===== src/rtl/fir_pkg.sv =====
// Shared types for the FIR tap sequencer.
// Defining FIR_TAP_SEQ_FLUSH_EN adds the FLUSH state.
package fir_pkg;
  localparam int ALU_LAT_DEF = 5;
  localparam int IDX_W       = 6;  // wide enough for tap indices up to NTAPS=64

  localparam logic OP_MUL = 1'b0;
  localparam logic OP_ADD = 1'b1;

  typedef enum logic [2:0] {
    ST_IDLE, ST_LOAD, ST_MUL, ST_DRAIN, ST_ADD, ST_AWAIT, ST_DONE
`ifdef FIR_TAP_SEQ_FLUSH_EN
    , ST_FLUSH
`endif
  } state_e;

  typedef struct packed {
    logic             valid;
    logic             op;
    logic [IDX_W-1:0] idx;
  } tag_t;
endpackage


===== src/rtl/op_tracker.sv =====
// Shadow of the FPALU pipeline: one tag per issued op, emerging DEPTH cycles
// after issue. mul_pending excludes the stage retiring this cycle.
module op_tracker
  import fir_pkg::*;
#(
  parameter int DEPTH = ALU_LAT_DEF
) (
  input  logic             clk,
  input  logic             clr,
  input  logic             in_valid,
  input  logic             in_op,
  input  logic [IDX_W-1:0] in_idx,
  output logic             out_valid,
  output logic             out_op,
  output logic [IDX_W-1:0] out_idx,
  output logic             mul_pending
);
  tag_t [DEPTH-1:0] pipe_q, pipe_d;

  always_comb begin
    pipe_d    = pipe_q;
    pipe_d[0] = '{valid: in_valid, op: in_op, idx: in_idx};
    for (int i = 1; i < DEPTH; i++) pipe_d[i] = pipe_q[i-1];
    if (clr) pipe_d = '0;
  end

  always_ff @(posedge clk) pipe_q <= pipe_d;

  always_comb begin
    mul_pending = 1'b0;
    for (int i = 0; i < DEPTH - 1; i++)
      mul_pending = mul_pending | (pipe_q[i].valid & (pipe_q[i].op == OP_MUL));
  end

  assign out_valid = pipe_q[DEPTH-1].valid;
  assign out_op    = pipe_q[DEPTH-1].op;
  assign out_idx   = pipe_q[DEPTH-1].idx;
endmodule


===== src/rtl/fir_tap_seq.sv =====
// FIR tap sequencer: writes a sample, issues NTAPS multiplies, then chains
// NTAPS dependent adds through the FPALU. FIR_TAP_SEQ_FLUSH_EN adds a flush port.
module fir_tap_seq
  import fir_pkg::*;
#(
  parameter  int NTAPS   = 16,
  parameter  int ALU_LAT = ALU_LAT_DEF,
  localparam int AW      = $clog2(NTAPS)
) (
  input  logic          clk,
  input  logic          rst,
  input  logic          s_valid,
`ifdef FIR_TAP_SEQ_FLUSH_EN
  input  logic          flush,
`endif
  output logic          s_ready,
  output logic          smp_we,
  output logic [AW-1:0] smp_waddr,
  output logic [AW-1:0] smp_raddr,
  output logic [AW-1:0] coef_raddr,
  output logic          prod_we,
  output logic [AW-1:0] prod_waddr,
  output logic [AW-1:0] prod_raddr,
  output logic          alu_issue,
  output logic          alu_add_muln,
  output logic          alu_b_zero,
  output logic          acc_we,
  output logic          y_valid,
  output logic          busy
);
  localparam logic [AW-1:0] LAST = AW'(NTAPS - 1);

  state_e        state_q, state_d;
  logic [AW-1:0] wr_ptr_q, wr_ptr_d;
  logic [AW-1:0] base_q, base_d;
  logic [AW-1:0] cnt_q, cnt_d;

  logic             tag_in_op, ret_valid, ret_op, mul_pending;
  logic [IDX_W-1:0] ret_idx;
  logic             unused_ret_idx;

  op_tracker #(.DEPTH(ALU_LAT)) u_trk (
    .clk        (clk),
    .clr        (rst),
    .in_valid   (alu_issue),
    .in_op      (tag_in_op),
    .in_idx     (IDX_W'(cnt_q)),
    .out_valid  (ret_valid),
    .out_op     (ret_op),
    .out_idx    (ret_idx),
    .mul_pending(mul_pending)
  );
  // upper index bits only carry information when NTAPS = 64
  assign unused_ret_idx = ^ret_idx;

  assign tag_in_op  = alu_add_muln;
  assign prod_we    = ret_valid & (ret_op == OP_MUL);
  assign acc_we     = ret_valid & (ret_op == OP_ADD);
  assign prod_waddr = prod_we ? ret_idx[AW-1:0] : '0;
  assign busy       = (state_q != ST_IDLE);

  always_comb begin
    state_d      = state_q;
    wr_ptr_d     = wr_ptr_q;
    base_d       = base_q;
    cnt_d        = cnt_q;
    s_ready      = 1'b0;
    smp_we       = 1'b0;
    smp_waddr    = '0;
    smp_raddr    = '0;
    coef_raddr   = '0;
    prod_raddr   = '0;
    alu_issue    = 1'b0;
    alu_add_muln = 1'b0;
    alu_b_zero   = 1'b0;
    y_valid      = 1'b0;
    unique case (state_q)
      ST_IDLE: begin
`ifdef FIR_TAP_SEQ_FLUSH_EN
        s_ready = ~flush;
        if (flush) begin
          state_d = ST_FLUSH;
          cnt_d   = '0;
        end else
`else
        s_ready = 1'b1;
`endif
        if (s_valid) begin
          base_d  = wr_ptr_q;
          state_d = ST_LOAD;
        end
      end
      ST_LOAD: begin
        smp_we    = 1'b1;
        smp_waddr = base_q;
        wr_ptr_d  = wr_ptr_q + 1'b1;
        cnt_d     = '0;
        state_d   = ST_MUL;
      end
      ST_MUL: begin
        alu_issue  = 1'b1;
        coef_raddr = cnt_q;
        smp_raddr  = base_q - cnt_q;
        cnt_d      = cnt_q + 1'b1;  // wraps to 0, ready for the add phase
        if (cnt_q == LAST) state_d = ST_DRAIN;
      end
      ST_DRAIN: if (!mul_pending) state_d = ST_ADD;
      ST_ADD: begin
        alu_issue    = 1'b1;
        alu_add_muln = 1'b1;
        prod_raddr   = cnt_q;
        alu_b_zero   = (cnt_q == '0);
        state_d      = ST_AWAIT;
      end
      ST_AWAIT: begin
        if (acc_we) begin
          if (cnt_q == LAST) state_d = ST_DONE;
          else begin
            cnt_d   = cnt_q + 1'b1;
            state_d = ST_ADD;
          end
        end
      end
      ST_DONE: begin
        y_valid = 1'b1;
        state_d = ST_IDLE;
      end
`ifdef FIR_TAP_SEQ_FLUSH_EN
      ST_FLUSH: begin
        smp_we    = 1'b1;
        smp_waddr = cnt_q;
        cnt_d     = cnt_q + 1'b1;
        if (cnt_q == LAST) begin
          wr_ptr_d = '0;
          state_d  = ST_IDLE;
        end
      end
`endif
      default: state_d = ST_IDLE;
    endcase
  end

  always_ff @(posedge clk) begin
    if (rst) begin
      state_q  <= ST_IDLE;
      wr_ptr_q <= '0;
      base_q   <= '0;
      cnt_q    <= '0;
    end else begin
      state_q  <= state_d;
      wr_ptr_q <= wr_ptr_d;
      base_q   <= base_d;
      cnt_q    <= cnt_d;
    end
  end
endmodule

===== config.mk =====
export PLATFORM = sky130hd
export DESIGN_NAME = fir_tap_seq
export DESIGN_NICKNAME = d
export VERILOG_FILES = /design/src/rtl/fir_pkg.sv /design/src/rtl/op_tracker.sv /design/src/rtl/fir_tap_seq.sv
export SDC_FILE = /design/constraint.sdc
export NUM_CORES = 1
export LEC_CHECK = 0
export ABC_AREA = 1
export CORE_ASPECT_RATIO = 1.75
export CORE_MARGIN = 4
export CORE_UTILIZATION = 45
export DETAILED_ROUTE_END_ITERATION = 16
export MAX_ROUTING_LAYER = met4
export PLACE_DENSITY = 0.78
export SYNTH_ARGS = -nofsm -noshare
export SYNTH_HDL_FRONTEND = slang
export SYNTH_HIERARCHICAL = 1
export SYNTH_SLANG_ARGS = --single-unit
export TNS_END_PERCENT = 100

===== constraint.sdc =====
create_clock -name clk -period 2.3 [get_ports clk]
set_clock_uncertainty 0.15 [all_clocks]
set_input_delay 0.575 -clock clk [delete_from_list [all_inputs] [get_ports clk]]
set_output_delay 0.575 -clock clk [all_outputs]
set_load 0.02 [all_outputs]

**Word-level counts from Yosys, hierarchy flattened**

Cells that the tools add are included.
W data, S select, Z words.

- Logic and storage cells: 76
- Input bits: 3
- Output and inout port bits: 29
- Flip-flop bits (word level): 45

- $add $sub $neg: 3
- Reduce and logical (&&, ||, !) cells: 8
- Bitwise operators: 14
- Eq/ne operators: 12
- Muxes and demuxes: 20

Operators with widths:

| cell | number |
|---|---|
| $mux W4 | 7 |
| $pmux W3 S6 | 1 |
| $mux W3 | 4 |
| $pmux W4 S3 | 1 |
| $ne A2 B2 Y1 const B | 5 |
| $eq A3 B3 Y1 const B | 3 |
| $add A4 B1 Y4 const B | 2 |
| $and A1 B1 Y1 | 6 |
| $eq A3 B2 Y1 const B | 2 |
| $mux W1 | 6 |
| $reduce_bool A3 Y1 | 2 |
| $not A1 Y1 | 5 |
| $eq A4 B4 Y1 const B | 1 |
| $logic_not A4 Y1 | 1 |
| $reduce_and A4 Y1 | 1 |
| $sub A4 B4 Y4 | 1 |
| $eq A3 B1 Y1 const B | 1 |
| $logic_not A3 Y1 | 1 |
| $or A1 B1 Y1 | 3 |
| $reduce_and A3 Y1 | 1 |
| $mux W2 | 1 |
| $reduce_and A2 Y1 | 1 |
| $reduce_or A2 Y1 | 1 |

**Logic depth before layout (Yosys ltp)**

Gate-level depths: netlist (run 1).

- Depth in word-level cells: 7
- Mapped depth: 11

**Cells and area by module**

Netlist (run 1), hierarchy kept.

By module, submodules not included:

| module | cells an instance | sequential area each (µm²) | area each (µm²) | instances |
|---|---|---|---|---|
| op_tracker | 139 | 800.8 | 1224.9 | 1 |
| fir_tap_seq | 170 | 300.3 | 1128.6 | 1 |

**Least setup slack after synthesis (run 1)**

Ideal clock, no wire load.

- Path type: reg-to-output
- Start: register state_q[0]
- End: output port alu_b_zero
- Data required time: 1575 ps
- Arrival time: 1472 ps
- Path slack: 103 ps
- Cell stages (with the launch flop): 7
- Path through: dfxtp_1 > buf_6 > nor2_1 > inv_1 > nor2_1 > inv_1 > nor2_1

- Cells in the longest elaborated chain, start to end: 2

Ends and longest elaborated chain:

| element | line | text |
|---|---|---|
| start, declared | fir_tap_seq.sv:33 | `state_e state_q, state_d;` |
| start signal, assigned | fir_tap_seq.sv:150 | `state_q <= state_d;` |
| $eq A3 B3 Y1 | fir_tap_seq.sv:77 | `unique case (state_q)` |
| $mux W1 | fir_tap_seq.sv:77 |  |
| end, declared | fir_tap_seq.sv:26 | `output logic alu_b_zero,` |

No other way between the ends.

**Worst setup path after layout (run 1)**

- Start: register base_q[0]
- End: output port smp_raddr[1]

- Cells in the longest elaborated chain, start to end: 2

Ends and longest elaborated chain:

| element | line | text |
|---|---|---|
| start, declared | fir_tap_seq.sv:35 | `logic [AW-1:0] base_q, base_d;` |
| start signal, assigned | fir_tap_seq.sv:152 | `base_q <= base_d;` |
| $sub A4 B4 Y4 | fir_tap_seq.sv:103 | `smp_raddr = base_q - cnt_q;` |
| $mux W4 | fir_tap_seq.sv:77 |  |
| end, declared | fir_tap_seq.sv:19 | `output logic [AW-1:0] smp_raddr,` |

No other way between the ends.

==> results of run 1 <==
==> stage by stage <==
step | setup slack [ps] | power (uW) | cells | hold WS (ps) | cell area (um2)
final | -31.9 | 2820 | 377 | 259 | 2570
after global routing | -142 | 3040 | 377 | 269 | 2570
after CTS | -61.5 | 2820 | 377 | 262 | 2580
after detailed placement | -178 | 2350 | 369 | 244 | 2500
after global placement | -166 | 2320 | 369 | 240 | 2500
after floorplan | 103 | 1860 | 276 | 238 | 2060
==> metal layers <==
layer	GRT usage, %	share of wire (%)
met1	16.5	38
met2	29.4	55
met3	4.52	4.7
met4	8.03	2.7
met5	-	0
==> where the power goes <==
part | leakage, uW | internal (uW) | switching, uW
Sequential | 0.000366 | 897 | 88.0
Combinational | 0.000801 | 556 | 769
Clock | 0.0000447 | 219 | 286
==> final cells by class <==
type	instances	area, um2	area share, %
Inverter	63	239	9.30
Clock inverter	3	25.0	0.974
Tap cell	51	63.8	2.48
Timing Repair Buffer	53	430	16.8
Multi-Input combinational cell	157	837	32.6
Clock buffer	5	68.8	2.68
Sequential cell	45	905	35.2
==> registers in the layout, summed over array words and instances (netlist names) <==
register         cells
base_q               4
u_trk/out_op         1
cnt_q                4
state_q              3
u_trk/out_valid      1
wr_ptr_q             4
u_trk/out_idx        4
u_trk/pipe_q        24
==> worst min-delay path, stage by stage, from the launching register on <==
cell	delay, ps
dfxtp_1	310
inv_1	40
nor2_1	30
==> repair_timing <==
action,4_1_cts,5_1_grt
endpoints found under the setup margin,27,17
buffers inserted,0,0
gates resized for setup,52,19
pin swaps,0,1
==> worst max path at each step <==
stage               slack (ps)            to                     from
global placement          -170  smp_raddr[1]   base_q[0]$_SDFFE_PP0P_
detailed placement        -180  smp_raddr[1]   base_q[0]$_SDFFE_PP0P_
global route              -140  smp_raddr[1]   base_q[0]$_SDFFE_PP0P_
CTS                        -60  smp_raddr[1]   base_q[0]$_SDFFE_PP0P_
floorplan                  100    alu_b_zero  state_q[0]$_SDFFE_PP0P_
finish                     -30  smp_raddr[1]   base_q[0]$_SDFFE_PP0P_
==> key figures, run 1 <==
STA
  • FMAX: 429 MHz
  • Final setup vio count: 2
  • Total Neg Setup Slack: -60.6 ps
  • Worst-Margin Slew: 254 ps
  • Min cycle time layout: 2330 ps
  • RSZ-0062 raised after global routing: yes
  • Final worst slack: -31.9 ps
  • Slew HR: 83.0%
  • Hold Violations, Final: 0
  • Tcrit/Tclk final: 101%
  • Final Max Slew Viols: 0

Die
  • Core ar.: 4400 um2
  • Die height: 97.5 um
  • IO Count: 32
  • Initial Util: 46.8%
  • Core Rows: 32
  • DIE WIDTH: 59.1 um
  • Die area: 5770 um2

Clock tree
  • Clk buf depth: 2
  • Worst skew pair latency: 310 ps
  • Clk slew on worst S/H paths: 90 ps
  • H-Tree Depth: 2
  • CTS tree: yes
  • CTS root buf: clkbuf_8
  • # hold bufs at CTS: 0
  • TritonCTS sink count: 45
  • CTS Buf Count: 5

Synthesis
  • Mapped Cells: 276
  • Mapped Avg Cell Area: 7.46 um2
  • Syn nets: 286
  • Mapped cell area: 2060 um2
  • Synth Warn #: 6

Pwr
  • Leak pwr: 0.00121 uW
  • Pwr dens: 1100 nW/um2
  • Worst VDD drop: 674 uV

Drt
  • Final WL: 4.24 mm
  • Antenna-violating nets left: 0
  • DRC errors left: 0
  • WL/cell: 11.2 um
  • Drt pass-1 iters: 4
  • Vias/cell: 4.57
  • Via count: 1,724
  • Initial drt markers: 21

Worst setup path
  • Slowest stage cell, crit path: fa_1
  • CP Cell Sequence: inv_2, ha_1, inv_1, fa_1, inv_1, nor2_1, buf_4
  • Worst EP required: 1570 ps
  • RR Startpoint: cnt_q[0]$_SDFFE_PP0P_
  • Cell mode on critical path: inv_1
  • Arr. time, crit path: 1610 ps
  • Crit. End Element: output pin
  • Cell count of the worst reg-to-reg path: 8
  • Stages on the worst setup path: 7
  • Crit path max-delay family: adder cells
  • Worst Setup Path Type: reg -> out
  • R2r setup slk: 630 ps
  • Crit path max fanout: 2
  • Crit-path max cell delay: 400 ps
  • Crit start category: flop
  • CP bufs+invs: 4
  • RR Endpoint: state_q[2]$_SDFFE_PP0P_

Global routing
  • Global-route wire length before repair: 7.29 mm
  • Largest net degree at the start of global routing: 24
  • Initial antenna violation count: 0
  • GRT Util Overall: 16.9%
  • Number of global-route vias before repair: 1,728
  • Grt total ovfl: 0

Worst hold path
  • Hold_sp: u_trk/pipe_q[3]$_SDFF_PP0_
  • WHS Endpoint: u_trk/pipe_q[11]$_SDFF_PP0_
  • Worst Hold Class: reg -> reg
  • Hold Crit Depth: 2

Final layout
  • Commonest cells after routing, fill and taps aside: nor2_1 (65), inv_1 (52), dfxtp_1 (42)
  • P&R area growth vs syn: 24.7%
  • ANT cells: 0
  • Fill count: 409
  • Layout cell share with drive strength beyond 1: 22.4%
  • Commonest non-fill, non-tap cell in the layout: nor2_1
  • Layout net count: 335
  • Final core utilization: 58.3%

Placement
  • Number of port buffers: 31
  • DP Wirelength: 3.18 mm
  • Placer Congestion: 0.767

Run
  • Max-cap violations: 0

Status
  • Violated checks: negative setup slack
  • Outcome: finished with violations
Power figures use the tool's default switching activity.
==> run 2: changes to the inputs <==
--- a/config.mk
+++ b/config.mk
@@ -7,7 +7,7 @@
 export LEC_CHECK = 0
 export ABC_AREA = 1
 export CORE_ASPECT_RATIO = 1.75
-export CORE_MARGIN = 4
+export CORE_MARGIN = 2
 export CORE_UTILIZATION = 45
 export DETAILED_ROUTE_END_ITERATION = 16
 export MAX_ROUTING_LAYER = met4
==> run 2 against run 1 <==
The flow still finishes with violations (negative setup slack); combinational power about the same; sequential share of layout area grew 0.097 points; wire length shrank 5.4%; global-route usage rose by 2.4 points; critical path depth unchanged; via count is 1.5% higher; first-iteration DRC count is 14% lower; highest routed layer unchanged; clock power is 2% lower.
==> key figures, run 2 (synthesis gave the netlist of run 1 again) <==
Clock tree
  • Post-CTS setup repair buffer count: 0
  • Clk buf depth: 2
  • Worst skew pair latency: 300 ps
  • CTS Buf Count: 5
  • # hold bufs at CTS: 0
  • CTS root buf: clkbuf_8
  • Clk slew on worst S/H paths: 80 ps
  • CTS tree: yes
  • H-Tree Depth: 2
  • TritonCTS sink count: 45

Global routing
  • Number of global-route vias before repair: 1,686
  • GRT Util Overall: 19.2%
  • Initial antenna violation count: 0
  • Largest net degree at the start of global routing: 24
  • Global-route wire length before repair: 6.99 mm
  • Grt total ovfl: 0

STA
  • Total Neg Setup Slack: -49.6 ps
  • Min cycle time layout: 2350 ps
  • Final setup vio count: 1
  • Slew HR: 82.6%
  • FMAX: 426 MHz
  • Final Hold Slack: 258 ps
  • Hold Violations, Final: 0
  • RSZ-0062 raised after global routing: yes
  • Final worst slack: -49.6 ps
  • Tcrit/Tclk final: 102%
  • Worst-Margin Slew: 258 ps
  • Final Max Slew Viols: 0

Die
  • IO Count: 32
  • DIE WIDTH: 55.1 um
  • Initial Util: 46.8%
  • Core Rows: 32
  • Core ar.: 4400 um2
  • Die height: 93.5 um
  • Die area: 5160 um2

Pwr
  • Pwr dens: 1100 nW/um2
  • Total power: 2840 uW
  • Leak pwr: 0.00122 uW
  • Worst VDD drop: 870 uV

Worst setup path
  • Crit path max fanout: 2
  • Cell count of the worst reg-to-reg path: 8
  • R2r setup slk: 680 ps
  • Worst EP required: 1570 ps
  • Worst Setup Path Type: reg -> out
  • Arr. time, crit path: 1620 ps
  • Crit. End Element: output pin
  • Crit start category: flop
  • RR Endpoint: state_q[0]$_SDFFE_PP0P_
  • RR Startpoint: cnt_q[0]$_SDFFE_PP0P_

Final layout
  • P&R area growth vs syn: 24.7%
  • Layout net count: 336
  • Commonest cells after routing, fill and taps aside: nor2_1 (65), inv_1 (50), dfxtp_1 (40)
  • Design Area, Final: 2570 um2
  • ANT cells: 0
  • Max reg flops: 24
  • Layout cell share with drive strength beyond 1: 25.1%
  • Commonest non-fill, non-tap cell in the layout: nor2_1
  • Final core utilization: 58.3%
  • Reg with most FFs: u_trk/pipe_q

Drt
  • Initial drt markers: 18
  • Vias/cell: 4.63
  • WL/cell: 10.6 um
  • Drt pass-1 iters: 4
  • DRC errors left: 0
  • Final WL: 4.01 mm
  • Antenna-violating nets left: 0
  • Via count: 1,749

Run
  • Max-cap violations: 0

Status
  • Outcome: finished with violations
  • Violated checks: negative setup slack

Worst hold path
  • Hold_sp: u_trk/pipe_q[18]$_SDFF_PP0_
  • Worst Hold Class: reg -> reg
  • WHS Endpoint: u_trk/pipe_q[26]$_SDFF_PP0_
  • Hold Crit Depth: 2

Placement
  • DP Wirelength: 3.11 mm
  • Number of port buffers: 31
  • Placed inst area: 2510 um2
  • Placer Congestion: 0.815
## run 2: changes by cell type in the layout (fill, tap and decap cells not counted), sizes merged
| cell | previous run | this run |
|---|---|---|
| buf | 25 | 27 |
| clkdlybuf4s50 | 3 | 4 |
| clkbuf | 11 | 14 |
| dlymetal6s2s | 1 | 0 |
| dlygate4sd2 | 12 | 14 |
| clkdlybuf4s15 | 6 | 0 |
## run 2: worst max-delay path: stages (launching register included)
cell and delay [ps]:
dfxtp_2 320, inv_2 60, ha_4 120, inv_2 30
fa_2 520, inv_2 30, nor2_1 80, buf_4 150
## run 2: cell type report
cell class                 instances  area, um2
fill                             421       1840
sequential                        45        907
multi-input combinational        157        861
timing repair buffer              54        408
inverter                          63        239
clock buffer                       5       68.8
tap                               51       63.8
clock inverter                     3       21.3
## run 2: through the flow
| stage | std cells | setup slack, ps |
|---|---|---|
| after global routing | 378 | -102 |
| final | 378 | -49.6 |
| after global placement | 370 | -167 |
| after floorplan | 276 | 103 |
| after detailed placement | 370 | -185 |
| after CTS | 378 | -81.7 |
## run 2: routing by layer
metal | vias up | global-route usage (%) | wire (um)
li1 | 909 | - | -
met1 | 795 | 17.4 | 1590
met2 | 36 | 35.0 | 2160
met3 | 9 | 5.27 | 152
met4 | 0 | 8.33 | 110
met5 | - | - | 0
## run 2: worst max path at each step
stage / from / endpoint / slack, ps / depth (start not counted)
finish: base_q[0]$_SDFFE_PP0P_ / smp_raddr[1] / -50 / 7
global route: base_q[0]$_SDFFE_PP0P_ / smp_raddr[1] / -100 / 7
detailed placement: base_q[0]$_SDFFE_PP0P_ / smp_raddr[1] / -190 / 7
CTS: base_q[0]$_SDFFE_PP0P_ / smp_raddr[1] / -80 / 7
floorplan: state_q[0]$_SDFFE_PP0P_ / alu_b_zero / 100 / 6
global placement: base_q[0]$_SDFFE_PP0P_ / smp_raddr[1] / -170 / 7
## run 2: power breakdown
group          total (uW)  switching [uW]  internal, uW  leakage, uW
clock network         493             277           215    0.0000445
registers             991            90.9           900     0.000367
logic                1350             775           579     0.000804
total                2840            1140          1700      0.00122
## run 2: repair_timing
item,4_1_cts,5_1_grt
gates resized for setup,47,31
endpoints found under the setup margin,27,14
pin swaps,1,6
